**config.mk**
```make
export PLATFORM = sky130hd
export DESIGN_NAME = l15_req_arbiter_flat
export DESIGN_NICKNAME = d
export VERILOG_FILES = /design/src/rtl/l15_req_arbiter_if.sv /design/src/rtl/l15_req_arbiter.sv /design/src/flat_wrapper.sv
export SDC_FILE = /design/constraint.sdc
export NUM_CORES = 1
export LEC_CHECK = 0
export BUFFER_PORTS_ARGS = -buffer_cell sky130_fd_sc_hd__buf_4
export CORE_AREA = 3 3 229 231
export CTS_BUF_LIST = sky130_fd_sc_hd__clkbuf_8 sky130_fd_sc_hd__clkbuf_16
export CTS_CLUSTER_SIZE = 8
export DETAILED_ROUTE_END_ITERATION = 6
export DIE_AREA = 0 0 232 234
export GPL_TIMING_DRIVEN = 0
export PLACE_DENSITY = 0.4
export SKIP_CTS_REPAIR_TIMING = 1
export SLEW_MARGIN = 40
export SYNTH_ARGS = -nofsm -noshare
export SYNTH_HDL_FRONTEND = slang
export SYNTH_SLANG_ARGS = --single-unit
```
**constraint.sdc**
```tcl
create_clock -name clk -period 1.9 [get_ports clk]
set_input_delay 0.095 -clock clk [delete_from_list [all_inputs] [get_ports clk]]
set_output_delay 0.095 -clock clk [all_outputs]
set_load 0.01 [all_outputs]
```
**src/rtl/l15_req_arbiter_if.sv**
```systemverilog
// Request/response bundle between the two requesters (IM, DM), the arbiter and the L1.5.
//   slave  : arbiter side (takes requests and L1.5 responses, drives acks and the L1.5 request)
//   master : environment side (requesters + L1.5 model)
// Signals:
//   im_*/dm_*        requester request fields, val, hdr_ack, rsp_val
//   rsp_*            response pass-through shared by both requesters
//   core_l15_*       registered request towards the L1.5, plus response consume ack
//   l15_core_*       L1.5 header ack and response channel
interface l15_req_arbiter_if #(
    parameter int unsigned ADDR_W = 32,
    parameter int unsigned DATA_W = 64
);
    logic [4:0]        im_rqtype;
    logic [2:0]        im_size;
    logic [ADDR_W-1:0] im_address;
    logic [DATA_W-1:0] im_data;
    logic              im_val;
    logic              im_hdr_ack;
    logic              im_rsp_val;

    logic [4:0]        dm_rqtype;
    logic [2:0]        dm_size;
    logic [ADDR_W-1:0] dm_address;
    logic [DATA_W-1:0] dm_data;
    logic              dm_val;
    logic              dm_hdr_ack;
    logic              dm_rsp_val;

    logic [3:0]        rsp_returntype;
    logic [DATA_W-1:0] rsp_data_0;
    logic [DATA_W-1:0] rsp_data_1;

    logic [4:0]        core_l15_rqtype;
    logic [2:0]        core_l15_size;
    logic [ADDR_W-1:0] core_l15_address;
    logic [DATA_W-1:0] core_l15_data;
    logic              core_l15_val;
    logic              core_l15_req_ack;

    logic              l15_core_header_ack;
    logic              l15_core_val;
    logic [3:0]        l15_core_returntype;
    logic [DATA_W-1:0] l15_core_data_0;
    logic [DATA_W-1:0] l15_core_data_1;

    modport slave (
        input  im_rqtype, im_size, im_address, im_data, im_val,
        input  dm_rqtype, dm_size, dm_address, dm_data, dm_val,
        output im_hdr_ack, im_rsp_val, dm_hdr_ack, dm_rsp_val,
        output rsp_returntype, rsp_data_0, rsp_data_1,
        output core_l15_rqtype, core_l15_size, core_l15_address, core_l15_data,
        output core_l15_val, core_l15_req_ack,
        input  l15_core_header_ack, l15_core_val, l15_core_returntype,
        input  l15_core_data_0, l15_core_data_1
    );

    modport master (
        output im_rqtype, im_size, im_address, im_data, im_val,
        output dm_rqtype, dm_size, dm_address, dm_data, dm_val,
        input  im_hdr_ack, im_rsp_val, dm_hdr_ack, dm_rsp_val,
        input  rsp_returntype, rsp_data_0, rsp_data_1,
        input  core_l15_rqtype, core_l15_size, core_l15_address, core_l15_data,
        input  core_l15_val, core_l15_req_ack,
        output l15_core_header_ack, l15_core_val, l15_core_returntype,
        output l15_core_data_0, l15_core_data_1
    );
endinterface

```
**src/rtl/l15_req_arbiter.sv**
```systemverilog
// Shares the single core-to-L1.5 request channel between instruction fetch (IM, owner 0) and
// data memory (DM, owner 1). One transaction in flight: the winner's fields are latched and
// held on core_l15_* until the L1.5 header ack, then the matching response is routed back.
// Ports:
//   clk        clock, rising edge
//   nrst       asynchronous active-low reset
//   bus        l15_req_arbiter_if.slave (requester, response and L1.5 channels)
//   arb_busy   transaction in progress
//   arb_owner  current/last grant (0 = IM, 1 = DM)
module l15_req_arbiter #(
    parameter int unsigned ADDR_W     = 32,
    parameter int unsigned DATA_W     = 64,
    parameter bit          FIXED_PRIO = 1'b0,
    parameter logic [3:0]  RT_LOAD    = 4'b0000,
    parameter logic [3:0]  RT_STACK   = 4'b0100
) (
    input  logic                   clk,
    input  logic                   nrst,
    l15_req_arbiter_if.slave       bus,
    output logic                   arb_busy,
    output logic                   arb_owner
);

    typedef enum logic [1:0] {StIdle, StReq, StResp} state_e;

    state_e            state_q, state_d;
    logic [4:0]        rqtype_q, rqtype_d;
    logic [2:0]        size_q, size_d;
    logic [ADDR_W-1:0] addr_q, addr_d;
    logic [DATA_W-1:0] data_q, data_d;
    logic              owner_q, owner_d;
    logic              prio_q, prio_d;   // 1 = DM wins the next tie

    logic              grant_dm;
    logic [3:0]        exp_type;
    logic              rsp_match;
    logic              hdr_ack;
    logic              rsp_val;

    always_comb begin
        state_d  = state_q;
        rqtype_d = rqtype_q;
        size_d   = size_q;
        addr_d   = addr_q;
        data_d   = data_q;
        owner_d  = owner_q;
        prio_d   = prio_q;
        hdr_ack  = 1'b0;
        rsp_val  = 1'b0;

        if (bus.im_val && bus.dm_val) begin
            grant_dm = FIXED_PRIO ? 1'b1 : prio_q;
        end else begin
            grant_dm = bus.dm_val;
        end

        // Stores complete with RT_STACK; every other request type completes with RT_LOAD.
        exp_type  = (rqtype_q == 5'd1) ? RT_STACK : RT_LOAD;
        rsp_match = bus.l15_core_val && (bus.l15_core_returntype == exp_type);

        unique case (state_q)
            StIdle: begin
                if (bus.im_val || bus.dm_val) begin
                    owner_d  = grant_dm;
                    rqtype_d = grant_dm ? bus.dm_rqtype  : bus.im_rqtype;
                    size_d   = grant_dm ? bus.dm_size    : bus.im_size;
                    addr_d   = grant_dm ? bus.dm_address : bus.im_address;
                    data_d   = grant_dm ? bus.dm_data    : bus.im_data;
                    if (!FIXED_PRIO) begin
                        prio_d = ~grant_dm;
                    end
                    state_d  = StReq;
                end
            end
            StReq: begin
                if (bus.l15_core_header_ack) begin
                    hdr_ack = 1'b1;
                    state_d = StResp;
                end
            end
            StResp: begin
                if (rsp_match) begin
                    rsp_val = 1'b1;
                    state_d = StIdle;
                end
            end
            default: state_d = StIdle;
        endcase
    end

    always_ff @(posedge clk or negedge nrst) begin
        if (!nrst) begin
            state_q  <= StIdle;
            rqtype_q <= '0;
            size_q   <= '0;
            addr_q   <= '0;
            data_q   <= '0;
            owner_q  <= 1'b0;
            prio_q   <= 1'b1;
        end else begin
            state_q  <= state_d;
            rqtype_q <= rqtype_d;
            size_q   <= size_d;
            addr_q   <= addr_d;
            data_q   <= data_d;
            owner_q  <= owner_d;
            prio_q   <= prio_d;
        end
    end

    assign bus.core_l15_rqtype  = rqtype_q;
    assign bus.core_l15_size    = size_q;
    assign bus.core_l15_address = addr_q;
    assign bus.core_l15_data    = data_q;
    assign bus.core_l15_val     = (state_q == StReq);

    // Every response is consumed; unexpected ones are simply not forwarded.
    // Gated by nrst so nothing is acknowledged while reset is held.
    assign bus.core_l15_req_ack = bus.l15_core_val & nrst;

    assign bus.im_hdr_ack = hdr_ack & ~owner_q;
    assign bus.dm_hdr_ack = hdr_ack &  owner_q;
    assign bus.im_rsp_val = rsp_val & ~owner_q;
    assign bus.dm_rsp_val = rsp_val &  owner_q;

    assign bus.rsp_returntype = bus.l15_core_returntype;
    assign bus.rsp_data_0     = bus.l15_core_data_0;
    assign bus.rsp_data_1     = bus.l15_core_data_1;

    assign arb_busy  = (state_q != StIdle);
    assign arb_owner = owner_q;

endmodule

```
**src/flat_wrapper.sv**
```systemverilog
// flat-port wrapper written by rule: the top's interface ports become plain ports
module l15_req_arbiter_flat 
#(
    parameter int unsigned ADDR_W     = 32,
    parameter int unsigned DATA_W     = 64,
    parameter bit          FIXED_PRIO = 1'b0,
    parameter logic [3:0]  RT_LOAD    = 4'b0000,
    parameter logic [3:0]  RT_STACK   = 4'b0100
)
  (clk, nrst, arb_busy, arb_owner, bus_im_rqtype, bus_im_size, bus_im_address, bus_im_data, bus_im_val, bus_dm_rqtype, bus_dm_size, bus_dm_address, bus_dm_data, bus_dm_val, bus_im_hdr_ack, bus_im_rsp_val, bus_dm_hdr_ack, bus_dm_rsp_val, bus_rsp_returntype, bus_rsp_data_0, bus_rsp_data_1, bus_core_l15_rqtype, bus_core_l15_size, bus_core_l15_address, bus_core_l15_data, bus_core_l15_val, bus_core_l15_req_ack, bus_l15_core_header_ack, bus_l15_core_val, bus_l15_core_returntype, bus_l15_core_data_0, bus_l15_core_data_1);
  l15_req_arbiter_if #(.ADDR_W(ADDR_W), .DATA_W(DATA_W)) bus_i ();
  input  logic clk;
  input  logic nrst;
  output logic arb_busy;
  output logic arb_owner;
  input wire logic [$bits(bus_i.im_rqtype)-1:0] bus_im_rqtype;
  input wire logic [$bits(bus_i.im_size)-1:0] bus_im_size;
  input wire logic [$bits(bus_i.im_address)-1:0] bus_im_address;
  input wire logic [$bits(bus_i.im_data)-1:0] bus_im_data;
  input wire logic [$bits(bus_i.im_val)-1:0] bus_im_val;
  input wire logic [$bits(bus_i.dm_rqtype)-1:0] bus_dm_rqtype;
  input wire logic [$bits(bus_i.dm_size)-1:0] bus_dm_size;
  input wire logic [$bits(bus_i.dm_address)-1:0] bus_dm_address;
  input wire logic [$bits(bus_i.dm_data)-1:0] bus_dm_data;
  input wire logic [$bits(bus_i.dm_val)-1:0] bus_dm_val;
  output wire logic [$bits(bus_i.im_hdr_ack)-1:0] bus_im_hdr_ack;
  output wire logic [$bits(bus_i.im_rsp_val)-1:0] bus_im_rsp_val;
  output wire logic [$bits(bus_i.dm_hdr_ack)-1:0] bus_dm_hdr_ack;
  output wire logic [$bits(bus_i.dm_rsp_val)-1:0] bus_dm_rsp_val;
  output wire logic [$bits(bus_i.rsp_returntype)-1:0] bus_rsp_returntype;
  output wire logic [$bits(bus_i.rsp_data_0)-1:0] bus_rsp_data_0;
  output wire logic [$bits(bus_i.rsp_data_1)-1:0] bus_rsp_data_1;
  output wire logic [$bits(bus_i.core_l15_rqtype)-1:0] bus_core_l15_rqtype;
  output wire logic [$bits(bus_i.core_l15_size)-1:0] bus_core_l15_size;
  output wire logic [$bits(bus_i.core_l15_address)-1:0] bus_core_l15_address;
  output wire logic [$bits(bus_i.core_l15_data)-1:0] bus_core_l15_data;
  output wire logic [$bits(bus_i.core_l15_val)-1:0] bus_core_l15_val;
  output wire logic [$bits(bus_i.core_l15_req_ack)-1:0] bus_core_l15_req_ack;
  input wire logic [$bits(bus_i.l15_core_header_ack)-1:0] bus_l15_core_header_ack;
  input wire logic [$bits(bus_i.l15_core_val)-1:0] bus_l15_core_val;
  input wire logic [$bits(bus_i.l15_core_returntype)-1:0] bus_l15_core_returntype;
  input wire logic [$bits(bus_i.l15_core_data_0)-1:0] bus_l15_core_data_0;
  input wire logic [$bits(bus_i.l15_core_data_1)-1:0] bus_l15_core_data_1;
  assign bus_i.im_rqtype = bus_im_rqtype;
  assign bus_i.im_size = bus_im_size;
  assign bus_i.im_address = bus_im_address;
  assign bus_i.im_data = bus_im_data;
  assign bus_i.im_val = bus_im_val;
  assign bus_i.dm_rqtype = bus_dm_rqtype;
  assign bus_i.dm_size = bus_dm_size;
  assign bus_i.dm_address = bus_dm_address;
  assign bus_i.dm_data = bus_dm_data;
  assign bus_i.dm_val = bus_dm_val;
  assign bus_im_hdr_ack = bus_i.im_hdr_ack;
  assign bus_im_rsp_val = bus_i.im_rsp_val;
  assign bus_dm_hdr_ack = bus_i.dm_hdr_ack;
  assign bus_dm_rsp_val = bus_i.dm_rsp_val;
  assign bus_rsp_returntype = bus_i.rsp_returntype;
  assign bus_rsp_data_0 = bus_i.rsp_data_0;
  assign bus_rsp_data_1 = bus_i.rsp_data_1;
  assign bus_core_l15_rqtype = bus_i.core_l15_rqtype;
  assign bus_core_l15_size = bus_i.core_l15_size;
  assign bus_core_l15_address = bus_i.core_l15_address;
  assign bus_core_l15_data = bus_i.core_l15_data;
  assign bus_core_l15_val = bus_i.core_l15_val;
  assign bus_core_l15_req_ack = bus_i.core_l15_req_ack;
  assign bus_i.l15_core_header_ack = bus_l15_core_header_ack;
  assign bus_i.l15_core_val = bus_l15_core_val;
  assign bus_i.l15_core_returntype = bus_l15_core_returntype;
  assign bus_i.l15_core_data_0 = bus_l15_core_data_0;
  assign bus_i.l15_core_data_1 = bus_l15_core_data_1;
  l15_req_arbiter #(.ADDR_W(ADDR_W), .DATA_W(DATA_W), .FIXED_PRIO(FIXED_PRIO), .RT_LOAD(RT_LOAD), .RT_STACK(RT_STACK)) u_core (.clk(clk), .nrst(nrst), .bus(bus_i), .arb_busy(arb_busy), .arb_owner(arb_owner));
endmodule
```
== Word level (Yosys, flattened, before mapping) ==
Cells that the tools add are included.

* $lt $le $gt $ge: 0
* Div/mod/pow operators: 0
* Reduce and logical (&&, ||, !) cells: 7
* Equal/unequal tests: 7
* $add $sub $neg: 0
* Bitwise operators: 7
* Mux-type cells: 14
* $mul: 0
* Shift-type cells: 0

{| class="wikitable"
|+ Operators by type and width
! cell !! number
|-
| two-way mux 64 bit || 1
|-
| two-way mux 32 bit || 1
|-
| two-way mux 2 bit || 3
|-
| two-way mux 3 bit || 2
|-
| != test 2 x 1 -> 1 bit, second input constant || 3
|-
| one-hot mux 2 bit (3 select lines) || 1
|-
| AND 1 bit || 5
|-
| equality test 5 x 1 -> 1 bit, second input constant || 1
|-
| two-way mux 1 bit || 5
|-
| two-way mux 5 bit || 1
|-
| equality test 4 bit || 1
|-
| AND reduction 3 bit || 1
|-
| equality test 2 x 1 -> 1 bit, second input constant || 1
|-
| equality test 2 bit, second input constant || 1
|-
| logical AND 1 bit || 2
|-
| zero test 2 bit || 1
|-
| NOT 1 bit || 2
|-
| AND reduction 2 bit || 1
|-
| nonzero test 2 bit || 1
|-
| logical OR 1 bit || 1
|}

* Register bits: 108
* Memories: 0
* Bits in latches: 0
* Bits in writable memories: 0
* ROM bits: 0

== Logic depth before layout (Yosys ltp) ==
* Word-level depth: 7
* Depth in mapped cells: 7

== Worst setup path before layout ==
OpenSTA, ideal clock, no wires.

* Path type: register -> output
* Start: register u_core.rqtype_q[3] (netlist: u_core.bus.core_l15_rqtype[3])
* End: output port bus_dm_rsp_val
* Cell stages (with the launch flop): 5
* Arrival: 1.617 ns
* Setup slack: 0.188 ns
* Cell sequence: dfrtp_1 -> or4b_1 -> or3_1 -> and3_1 -> and4b_1

* Longest elaborated chain between the ends: 7

{| class="wikitable"
|+ Ends and longest elaborated chain
! item !! line !! text
|-
| start: declaration || l15_req_arbiter.sv:27 || <nowiki>logic [4:0] rqtype_q, rqtype_d;</nowiki>
|-
| start signal: assignment || l15_req_arbiter.sv:102 || <nowiki>rqtype_q <= rqtype_d;</nowiki>
|-
| equality test 5 x 1 -> 1 bit || l15_req_arbiter.sv:58 || <nowiki>exp_type = (rqtype_q == 5'd1) ? RT_STACK : RT_LOAD;</nowiki>
|-
| two-way mux 3 bit || l15_req_arbiter.sv:58 ||
|-
| equality test 4 bit || l15_req_arbiter.sv:59 || <nowiki>rsp_match = bus.l15_core_val && (bus.l15_core_returntype == exp_type);</nowiki>
|-
| logical AND 1 bit || l15_req_arbiter.sv:59 ||
|-
| two-way mux 1 bit || l15_req_arbiter.sv:82 || <nowiki>if (rsp_match) begin</nowiki>
|-
| two-way mux 1 bit || l15_req_arbiter.sv:61 || <nowiki>unique case (state_q)</nowiki>
|-
| AND 1 bit || l15_req_arbiter.sv:124 || <nowiki>assign bus.dm_rsp_val = rsp_val & owner_q;</nowiki>
|-
| end: declaration || flat_wrapper.sv:29 || <nowiki>output wire logic [$bits(bus_i.dm_rsp_val)-1:0] bus_dm_rsp_val;</nowiki>
|}

No other way between the ends.

== Final worst setup path ==
* Start: register u_core.rqtype_q[2] (netlist: u_core.bus.core_l15_rqtype[2])
* End: output port bus_dm_rsp_val

Same word-level chain as after synthesis.

==> summary.txt <==
================================================================================
Vias in the first global route                                              6124
First-pass GRT wire length                                              44500 µm
Die area                                                               54300 µm²
Setup repair after global routing missed its margin                         true
Period utilisation layout                                                   119%
GP Congestion                                                              0.760
Worst min-delay path class                                                in2reg
Transition time at the pin with the least slew margin                   0.676 ns
Synth cell count leaders                                            buf_4, dfrtp_1, inv_1
Synth Flop Type                                                          dfrtp_1
Failing checks                                                      negative setup slack
I/O pin total                                                                590
Aggregate global-route resource usage                                      11.7%
Setup crit start kind                                                  flip-flop
Max-capacitance violation count                                                0
First DRT Iteration DRCs                                                     597
Starting density of the core                                               10.8%
Final total negative setup slack                                       -0.698 ns
Sw power                                                                 5230 µW
Internal power summed over all cells                                     7870 µW
Synthesized flop and latch total                                             108
Area grow syn2layout                                                        126%
Delay of the slowest cell on the worst path                              0.58 ns
Port Buffers                                                                 461
Gate Count Post-Synth                                                        508
Sequential-to-total area share from yosys stat                             49.9%
Clock insertion delay at the later pin of the skew report                0.39 ns
Critical path endpoint category                                       output pin
Total standard cell area after synthesis                                5420 µm²
Worst Path Max Fanout                                                          3
Total placed instance area                                              9760 µm²
Overflow left after global routing                                             0
Number of antenna-violating nets in the routed design                          0
Core region area                                                       50300 µm²
Clock buffers created by TritonCTS                                             9
Clock Skews                                                            0.0137 ns
Final net count                                                             1542
Count of distinct cell types in the synthesized netlist                       22
Top cell type by total area after synthesis                              dfrtp_1
Detail-routed net length per standard cell                               19.4 µm
Minimum clock period                                                     2.26 ns
Buffering stage count on the worst path with inverters included                1
Clock sinks                                                                  108
Critical path type                                                       reg2out
Clock network fraction of design power                                     14.9%
Area share of the largest cell type after synthesis                        49.4%
Yosys warnings                                                                 0
GR peak layer                                                               met2
DP Worst Slack                                                         -0.586 ns
Proportion of layout cells with a drive suffix above 1                     53.4%
Pwr/cell area                                                        1070 nW/µm²
Number of vias in the routed layout                                         6737
WP data required                                                         1.80 ns
Post-synthesis net count                                                     854
H-tree levels                                                                  3
FMAX                                                                     443 MHz
Slowest library cell on the worst path                                    or4b_4
CTS tree                                                                     yes
Cell with the most instances after synthesis                               buf_4
Switching portion of total power                                           39.9%
Horizontal die dimension                                                  232 µm
Pin count of the biggest net entering global routing                          60
Final core area utilization                                                24.4%
Slew Viols, Final                                                              0
Mean number of vias per cell                                                3.59
Buffers from clock root to sink, at most                                       2
DRT Wirelength                                                          36300 µm
Estimated wirelength of the detail-placed design                        28500 µm
Endpoints failing hold                                                         0
Design Area, Final                                                     12300 µm²
Static Leakage                                                        0.00646 µW
Clock-pin slew on the worst setup and hold paths                         0.08 ns
Mean instance size in the synthesized netlist                           10.7 µm²
Pre-antenna DRT Iters                                                          7
Total of endpoints with negative setup slack in the final report               2
Worst IR Drop VDD                                                     0.000498 V
Core Rows                                                                     82
Die span in y                                                             234 µm
Design Power                                                            13100 µW
Final setup margin                                                     -0.357 ns
Family with the most delay on the worst path                        simple AND/OR/NAND/NOR gates
Synth top area cells                                                dfrtp_1, a222oi_1, buf_4
Gate power share                                                           53.2%
Met2 usage in global routing                                               20.8%
Global-route met1 utilization                                              11.6%
Number of enable flip-flop cells after synthesis                               0
DRC violation count after routing                                              0
Normalized max-slew margin                                                 55.0%
CP Cell Sequence                                                    or4b_4 > or3_1 > and3_4 > and4b_1 > buf_6
Part of the power in registers                                             32.0%
FFs w/ async S/R, synth                                                     100%
Clock root buffer                                                      clkbuf_16
Number of antenna violations at the first check in global routing              1
FILL cells                                                                  5419
Result of the run                                                   finished with violations
Met3 track demand over resource                                            4.29%
Crit path DAT                                                            2.16 ns
================================================================================
[state kept, by name, summed over array words and instances (netlist names)]
name	cells
u_core.arb_owner	1
u_core.bus.core_l15_rqtype	5
u_core.bus.core_l15_data	64
u_core.bus.core_l15_size	3
u_core.prio_q	1
u_core.state_q	2
u_core.bus.core_l15_address	32
[metal layers]
metal	part of all wire, %	wire, µm	vias up
li1	-	-	3084
met1	34	12300	3164
met2	52	18900	438
met3	8.7	3160	49
met4	5.3	1910	2
met5	0.033	12	-
[power by group through the flow]
stage,registers [µW],clock network [µW],logic (µW)
2_1_floorplan,4540,0,2450
3_3_place_gp,4200,0,6530
3_5_place_dp,4160,0,6560
4_1_cts,4180,2080,6530
5_1_grt,4310,2140,7610
6_report,4190,1950,6970
[per-stage QoR]
step	hold slack (ns)	cells
2_1_floorplan	-0.201	508
3_3_place_gp	0.316	1641
3_5_place_dp	0.0462	1642
4_1_cts	-0.392	1658
5_1_grt	0.180	1873
6_report	0.157	1874
[layout by cell type, fill, tap and decap left out, drive strengths merged]
cell type	Yosys	routed
and4b	1	1
clkinv	0	2
clkinvlp	0	1
nor2b	1	1
nand2	2	2
or4b	1	1
a21o	2	2
nor3b	1	1
and3	4	4
and2	1	1
dlygate4sd3	0	210
clkbuf	21	31
buf	146	614
nor4b	1	1
dfstp	1	1
o21ai	4	4
nor2	2	2
diode	0	1
nand2b	2	2
inv	106	108
or3	1	1
dfrtp	107	107
a222oi	104	104
[path summary, 6_finish.rpt]
| kind | startpoint | to | cells after the start | slack [ns] |
|---|---|---|---|---|
| worst max register to register | u_core.prio_q | u_core.bus.core_l15_data[16] | 6 | 0.08 |
| worst min register to register | u_core.bus.core_l15_address[6] | u_core.bus.core_l15_address[6] | 2 | 0.49 |
| worst max-delay path | u_core.bus.core_l15_rqtype[2] | bus_dm_rsp_val | 5 | -0.36 |
| max in group asynchronous | nrst | u_core.bus.core_l15_address[10] | 3 | 0.99 |
| min in group asynchronous | nrst | u_core.bus.core_l15_address[31] | 2 | 0.22 |
| worst min-delay path | bus_l15_core_returntype[2] | u_core.state_q[1] | 4 | 0.16 |
[final cells by class]
type / count / area [µm²] / share of cell area, %
plain buffers: 166 / 1180 / 9.59
diodes: 1 / 2.50 / 0.0204
repair buffers: 678 / 5650 / 46.0
clock inverters: 5 / 28.8 / 0.235
multi-input cells: 127 / 1220 / 9.92
clock buffers: 11 / 253 / 2.06
inverters: 106 / 398 / 3.24
flip-flops and latches: 108 / 2700 / 22.0
well taps: 672 / 841 / 6.86
[cells by family after synthesis]
group / count (synthesis) / share of synthesized area [%]
flip-flops: 108 / 49.9
buffers and inverters: 273 / 28.3
AO/OA/AOI/OAI: 110 / 19.8
AND/OR/NAND/NOR: 17 / 1.98
[worst register-to-register path, delay by kind of cell, from the launching register on]
| kind | cells | cell delay, ns |
|---|---|---|
| AO/OA/AOI/OAI | 1 | 0.42 |
| AND/OR/NAND/NOR | 2 | 0.26 |
| flip-flops | 1 | 0.54 |
| buffers and inverters | 3 | 0.48 |
Power figures use the tool's default switching activity.
